**src/rtl/peri_gpio_pkg.sv**
```systemverilog
// Shared constants for the peri_gpio_mp GPIO block: register byte offsets,
// bus window size and the value returned for reserved offsets.
package peri_gpio_pkg;
  localparam logic [4:0]  GPIO_OFS_OUT  = 5'h00;
  localparam logic [4:0]  GPIO_OFS_DIR  = 5'h04;
  localparam logic [4:0]  GPIO_OFS_IN   = 5'h08;
  localparam logic [4:0]  GPIO_OFS_EN   = 5'h0C;
  localparam logic [4:0]  GPIO_OFS_STAT = 5'h10;
  localparam logic [4:0]  GPIO_OFS_POL  = 5'h14;
  localparam int          GPIO_WINDOW   = 32;
  localparam logic [31:0] GPIO_RSVD_RD  = 32'h0;
endpackage

```
**src/rtl/peri_gpio_mp_debounce.sv**
```systemverilog
// Single-pin debouncer: din follows sync_in only after the two have
// disagreed for DEBOUNCE_CYCLES consecutive cycles. Used by peri_gpio_mp
// when GPIO_DEBOUNCE_EN is defined.
module gpio_debounce #(
  parameter int DEBOUNCE_CYCLES = 16
) (
  input  logic clk,
  input  logic reset,
  input  logic sync_in,
  output logic din
);
  localparam int CW = $clog2(DEBOUNCE_CYCLES);

  logic [CW-1:0] cnt;

  // Count disagreeing cycles; any agreement restarts the count.
  always_ff @(posedge clk) begin
    if (reset) begin
      cnt <= '0;
      din <= 1'b0;
    end else if (sync_in == din) begin
      cnt <= '0;
    end else if (cnt == CW'(DEBOUNCE_CYCLES - 1)) begin
      din <= sync_in;
      cnt <= '0;
    end else begin
      cnt <= cnt + CW'(1);
    end
  end
endmodule

```
**src/rtl/peri_gpio_mp.sv**
```systemverilog
// Multi-pin GPIO on the PicoRV32 native bus: OUT/DIR registers, synchronised
// (optionally debounced) input readback and per-pin edge interrupts with
// write-1-to-clear status. Optional debounce: define GPIO_DEBOUNCE_EN.
module peri_gpio_mp
  import peri_gpio_pkg::*;
#(
  parameter int          WIDTH           = 10,
  parameter logic [31:0] BASE_ADDR       = 32'h0300_0000,
  parameter logic [31:0] OUT_RESET       = 32'h0,
  parameter int          DEBOUNCE_CYCLES = 16
) (
  input  logic             clk,
  input  logic             reset,
  input  logic             valid,
  output logic             ready,
  input  logic [31:0]      addr,
  output logic [31:0]      rdata,
  input  logic [3:0]       wstrb,
  input  logic [31:0]      wdata,
  input  logic [WIDTH-1:0] pin_in,
  output logic [WIDTH-1:0] pin_out,
  output logic [WIDTH-1:0] pin_oe,
  output logic             irq,
  output logic             peri_addr_ok
);
  localparam int AW = $clog2(GPIO_WINDOW);

  logic [WIDTH-1:0] out_r, dir_r, en_r, stat_r, pol_r;
  logic [WIDTH-1:0] sync1, sync, din, prev;
  logic [WIDTH-1:0] rise, fall, evt, w1c, wmask, wd;
  logic [1:0]       prime;
  logic [31:0]      bmask, rd_mux;
  logic [4:0]       ofs;
  logic             acc, wr;
  logic             unused_ok;

  assign peri_addr_ok = valid && (addr[31:AW] == BASE_ADDR[31:AW]);
  // One accept per transaction: the ack cycle itself never accepts.
  assign acc   = peri_addr_ok && !ready;
  assign wr    = acc && (wstrb != 4'h0);
  assign ofs   = {addr[AW-1:2], 2'b00};
  assign bmask = {{8{wstrb[3]}}, {8{wstrb[2]}}, {8{wstrb[1]}}, {8{wstrb[0]}}};
  assign wmask = bmask[WIDTH-1:0];
  assign wd    = wdata[WIDTH-1:0];
  assign w1c   = (wr && ofs == GPIO_OFS_STAT) ? (wd & wmask) : '0;

  assign pin_out = out_r;
  assign pin_oe  = dir_r;

  assign unused_ok = &{1'b0, addr[1:0], wdata, bmask};

  // Two-flop synchroniser for the asynchronous pads.
  always_ff @(posedge clk) begin
    if (reset) begin
      sync1 <= '0;
      sync  <= '0;
    end else begin
      sync1 <= pin_in;
      sync  <= sync1;
    end
  end

`ifdef GPIO_DEBOUNCE_EN
  for (genvar g = 0; g < WIDTH; g++) begin : g_db
    gpio_debounce #(.DEBOUNCE_CYCLES(DEBOUNCE_CYCLES)) u_db (
      .clk     (clk),
      .reset   (reset),
      .sync_in (sync[g]),
      .din     (din[g])
    );
  end
`else
  assign din = sync;
`endif

  assign rise = din & ~prev;
  assign fall = ~din & prev;
  // Events are held off until the input pipeline has filled after reset.
  assign evt  = (prime == 2'd3) ? ((pol_r & fall) | (~pol_r & rise)) : '0;

  // Previous-input history and saturating prime counter.
  always_ff @(posedge clk) begin
    if (reset) begin
      prev  <= '0;
      prime <= 2'd0;
    end else begin
      prev <= din;
      if (prime != 2'd3) prime <= prime + 2'd1;
    end
  end

  // Register read mux; reserved offsets read as zero.
  always_comb begin
    rd_mux = GPIO_RSVD_RD;
    case (ofs)
      GPIO_OFS_OUT:  rd_mux = 32'(out_r);
      GPIO_OFS_DIR:  rd_mux = 32'(dir_r);
      GPIO_OFS_IN:   rd_mux = 32'(din);
      GPIO_OFS_EN:   rd_mux = 32'(en_r);
      GPIO_OFS_STAT: rd_mux = 32'(stat_r);
      GPIO_OFS_POL:  rd_mux = 32'(pol_r);
      default:       rd_mux = GPIO_RSVD_RD;
    endcase
  end

  // Bus handshake, register writes, interrupt status and level irq.
  always_ff @(posedge clk) begin
    if (reset) begin
      ready  <= 1'b0;
      rdata  <= 32'h0;
      out_r  <= OUT_RESET[WIDTH-1:0];
      dir_r  <= '0;
      en_r   <= '0;
      stat_r <= '0;
      pol_r  <= '0;
      irq    <= 1'b0;
    end else begin
      ready <= acc;
      rdata <= (acc && wstrb == 4'h0) ? rd_mux : 32'h0;
      if (wr) begin
        case (ofs)
          GPIO_OFS_OUT: out_r <= (out_r & ~wmask) | (wd & wmask);
          GPIO_OFS_DIR: dir_r <= (dir_r & ~wmask) | (wd & wmask);
          GPIO_OFS_EN:  en_r  <= (en_r  & ~wmask) | (wd & wmask);
          GPIO_OFS_POL: pol_r <= (pol_r & ~wmask) | (wd & wmask);
          default: ;
        endcase
      end
      // A new event on the same edge as its clear keeps the bit set.
      stat_r <= (stat_r & ~w1c) | evt;
      irq    <= |(stat_r & en_r);
    end
  end
endmodule

```
**config.mk**
```make
export PLATFORM = sky130hd
export DESIGN_NAME = peri_gpio_mp
export DESIGN_NICKNAME = d
export VERILOG_FILES = /design/src/rtl/peri_gpio_pkg.sv /design/src/rtl/peri_gpio_mp_debounce.sv /design/src/rtl/peri_gpio_mp.sv
export SDC_FILE = /design/constraint.sdc
export NUM_CORES = 1
export LEC_CHECK = 0
export CAP_MARGIN = 10
export CELL_PAD_IN_SITES_DETAIL_PLACEMENT = 1
export CELL_PAD_IN_SITES_GLOBAL_PLACEMENT = 1
export CORE_MARGIN = 3
export CORE_UTILIZATION = 32
export CTS_CLUSTER_SIZE = 12
export DETAILED_ROUTE_END_ITERATION = 10
export PLACE_DENSITY_LB_ADDON = 0.1
export RECOVER_POWER = 50
export SKIP_CTS_REPAIR_TIMING = 1
export SYNTH_ARGS = -nofsm -noshare
export SYNTH_HDL_FRONTEND = slang
export SYNTH_SLANG_ARGS = --single-unit
```
**constraint.sdc**
```tcl
create_clock -name clk -period 1.55 [get_ports clk]
set_input_delay 0.155 -clock clk [delete_from_list [all_inputs] [get_ports clk]]
set_output_delay 0.155 -clock clk [all_outputs]
set_load 0.005 [all_outputs]
```
==> Yosys cells after proc, flatten, opt, wreduce, memory -nomap -nowiden <==
Cells that the tools add are included.
{ "op_classes": {"add_sub_neg": 1, "n_mul": 0, "n_div": 0, "order_cmp": 0, "eq_ne": 8, "shifts": 0, "muxes": 3, "bitwise": 23, "n_reduce_logical": 15} }
{ "op_table": {"columns": ["cell", "count"], "rows": [
  ["AND 10 bit", 11],
  ["OR 10 bit", 6],
  ["one-hot mux 10 bit (6 select lines)", 1],
  ["NOT 10 bit", 5],
  ["== test 27 x 21 -> 1 bit (second input constant)", 1],
  ["2-to-1 mux 10 bit", 2],
  ["OR reduction 10 bit", 1],
  ["AND reduction 2 bit", 4],
  ["== test 3 x 2 -> 1 bit (second input constant)", 2],
  ["== test 3 bit (second input constant)", 2],
  ["logical AND 1 bit", 5],
  ["logical NOT 5 bit", 1],
  ["logical NOT 4 bit", 1],
  ["nonzero test 4 bit", 1],
  ["== test 3 x 1 -> 1 bit (second input constant)", 1],
  ["adder 2 x 1 -> 2 bit (second input constant)", 1],
  ["== test 2 bit (second input constant)", 1],
  ["inequality test 2 bit (second input constant)", 1],
  ["OR reduction 2 bit", 1],
  ["logical NOT 1 bit", 1],
  ["NOT 1 bit", 1]
]} }
{ "totals": {"ff_bits": 116, "latchBits": 0, "ramBits": 0, "romBits": 0, "in_bits": 81, "out_inout_bits": 55, "elab_cells": 62, "memories": 0} }

==> Depth between registers and ports, before layout <==
{ "logic_depth": {"depth_word": 9, "mapped_depth": 6, "depth_no_buf": 4} }

==> Least setup slack after synthesis <==
OpenSTA, ideal clock, no wires.
{ "synth_path": {"kind": "input port to flip-flop", "startpoint": "input addr[21]", "endpoint": "register with a tool-made name", "setup_ns": 0.121, "arrival_time_ns": 1.513, "required_ns": 1.429, "setup_slack_ns": -0.084, "path_stages": 6, "path_buffers": 2, "cell_sequence": "nor4_1 -> nand3_1 -> buf_2 -> or4b_1 -> buf_4 -> mux2i_1"} }
{ "synth_rtl": {"columns": ["element", "line_no", "text"], "rows": [
  ["start: declaration", "peri_gpio_mp.sv:16", "input logic [31:0] addr,"]
]} }

==> impl_results.md <==
- WL/cell: 17.57 microns
- Post-synth EDFFs: 0
- Fin worst setup slack: -0.04260 ns
- Leakage: 2.583 nW
- PwrDens: 838.7 nW/um^2
- PortBufs: 89
- Total grt overflow: 0
- Antenna Cells: 0
- Req. time, crit path: 1.78 ns
- Status: complete, but fails checks
- Ys flop type: dfxtp_1
- FF/Latch Area: 1882 sq um
- HP Start: pin_in[3]
- Area of the multi-input gates: 2396 sq um
- Reg2Reg Setup Slack: 0.04 ns
- Post-layout nets: 633
- Startpoint types: primary input
- Total track usage: 0.1674
- Sink Count: 94
- Initial antenna violation count: 0
- Flops & latches, synth: 94
- Share of cells above drive strength 1: 0.1910
- Final hold slack: 0.3544 ns
- Hold Fails Final Rpt: 0
- F_max: 0.6279 GHz
- DRC viols: 0
- Slew headroom: 0.4021
- Worst hold path cell count: 2
- Final ANT Viol Nets: 0
- Worst-Skew Late Latency: 0.35 ns
- Worst flop-to-flop path startpoint: ready$_SDFF_PP0_
- CP max FO: 8
- Fin crit period: 1.593 ns
- VDD IR-drop max: 0.0005092 V
- Vias in the first global route: 3633
- First-pass GRT wire length: 19250 microns
- Die span in y: 122.5 microns
- Worst hold endpoint: sync1[3]$_SDFF_PP0_
- Utilization after layout: 0.4690
- Sequential area share after synthesis: 0.4331
- I/O pin total: 136
- Clock Path Buffers: 2
- Clk_skew: 0.004154 ns
- CTS tree: yes
- Highest-count cells in the layout ignoring fill and taps: dfxtp_1, nand2b_1, clkdlybuf4s50_1
- Clock Root Buffer: clkbuf_16
- Max-cap viol count: 0
- Worst-path clk slew: 0.07 ns
- Die area: 15010 sq um
- Layout fillers: 1460
- CP endpoint kind: flip-flop
- Hold Path Class: primary input to flip-flop
- Via count: 3566
- Setup CP Type: primary input to flip-flop
- Max-slew violation count: 0
- Final WL: 12780 microns
- Commonest non-fill, non-tap cell in the layout: dfxtp_1
- Initial Util: 0.3361
- First-pass detailed-route iteration total: 4
- CTS H-tree lvls: 3
- Die Width: 122.5 microns
- Synthesized area per cell: 10.11 sq um
- DR iter-0 viols: 189
- Area growth syn-to-layout: 39.53%
- Core Rows: 41
- Post-synth ARST share: 0
- Largest net degree at the start of global routing: 95
- GP Congestion: 0.7961
- Yosys Warn Count: 0
- Finish-stage setup viols: 9
- Detail-routed via count per cell: 4.905
- R2r worst-path depth: 5
- Cells after synthesis: 430
- Netlist cell types: 46
- HPWL after DPL: 9425 microns
- Tcrit/Tclk final: 1.027
- Mapped cell area: 4345 sq um
- Core footprint: 12930 sq um
- RSZ-0062 raised after global routing: yes
- Arrival time worst endpoint: 1.82 ns
- Failing checks: negative setup slack
- Num CTS Buffers: 9
- Worst-Margin Slew: 0.8968 ns
-- synth_stat cells, types with 5 or more instances --
cell type	instances	area, sq um
a21boi_0	8	60.06
a21oi_1	6	30.03
a221oi_1	6	52.55
a22oi_1	8	60.06
a31oi_1	9	56.30
and2_1	6	37.54
buf_4	24	180.2
clkbuf_1	17	63.81
dfxtp_1	94	1882
mux2_2	8	90.09
mux2i_1	51	510.5
nand2_1	6	22.52
nand2b_1	57	356.6
nand3b_1	9	67.56
nor2_1	5	18.77
nor2b_1	44	275.3
nor4_1	8	50.05
o21bai_1	8	60.06
o22ai_1	10	62.56
or3b_2	8	70.07
-- per-layer routing --
| layer | part of all wire | track usage |
|---|---|---|
| met2 | 0.45 | 0.2662 |
| met1 | 0.47 | 0.2251 |
| met5 | 0 | 0 |
| met4 | 0.014 | 0.06088 |
| met3 | 0.064 | 0.03410 |
-- worst max-delay path: stages --
cell and delay (ns):
clkbuf_2 0.09, nor4_2 0.29, nand4_1 0.16, buf_4 0.19, buf_8 0.12, or4_4 0.64
mux2i_1 0.16
-- per-stage QoR --
step                instance area, sq um  instances  power [mW]  TNS, ns  worst slack (ns)
floorplan                           4512        451       2.811  -0.4409          -0.04285
global placement                    5637        705       3.046   -33.54           -0.6279
detailed placement                  5637        705       3.062   -34.27           -0.6617
CTS                                 5911        720       5.159   -12.27           -0.5622
global route                        6063        727       5.298   -2.343           -0.1278
finish                              6063        727       5.085  -0.2693          -0.04260
-- cell type report --
| type | instances | share of cell area |
|---|---|---|
| Multi-Input combinational cell | 311 | 0.3952 |
| Tap cell | 172 | 0.03549 |
| Clock buffer | 10 | 0.03941 |
| Inverter | 1 | 0.0006191 |
| Clock inverter | 5 | 0.005778 |
| Timing Repair Buffer | 134 | 0.2132 |
| Sequential cell | 94 | 0.3104 |
-- worst max-delay path by stage --
stage | endpoint | slack (ns) | start | depth (start not counted)
final | flip-flop | -0.04 | addr[11] | 7
after global routing | flip-flop | -0.13 | addr[11] | 7
after CTS | peri_addr_ok | -0.56 | addr[7] | 6
after detailed placement | flip-flop | -0.66 | addr[7] | 6
after global placement | flip-flop | -0.63 | addr[7] | 7
after floorplan | flip-flop | -0.04 | addr[20] | 6
-- power by group --
group	switching, mW	total (mW)	internal, mW
combinational	0.227	0.500	0.273
clock	0.968	2.09	1.13
sequential	0.0288	2.49	2.46
-- cell families (layout without fill, tap and decap cells) --
family | Yosys count | after routing | synth area share
AOI/OAI and AO/OA | 62 | 62 | 0.1014
adders and majority gates | 1 | 1 | 0.002879
other | 1 | 22 | 0.0008630
DFF | 94 | 94 | 0.4331
xor gates and xnor gates | 1 | 1 | 0.002016
and+or+nand+nor | 165 | 165 | 0.2540
buffers and inverters | 46 | 150 | 0.06248
muxes | 60 | 60 | 0.1434
Power figures use the tool's default switching activity.
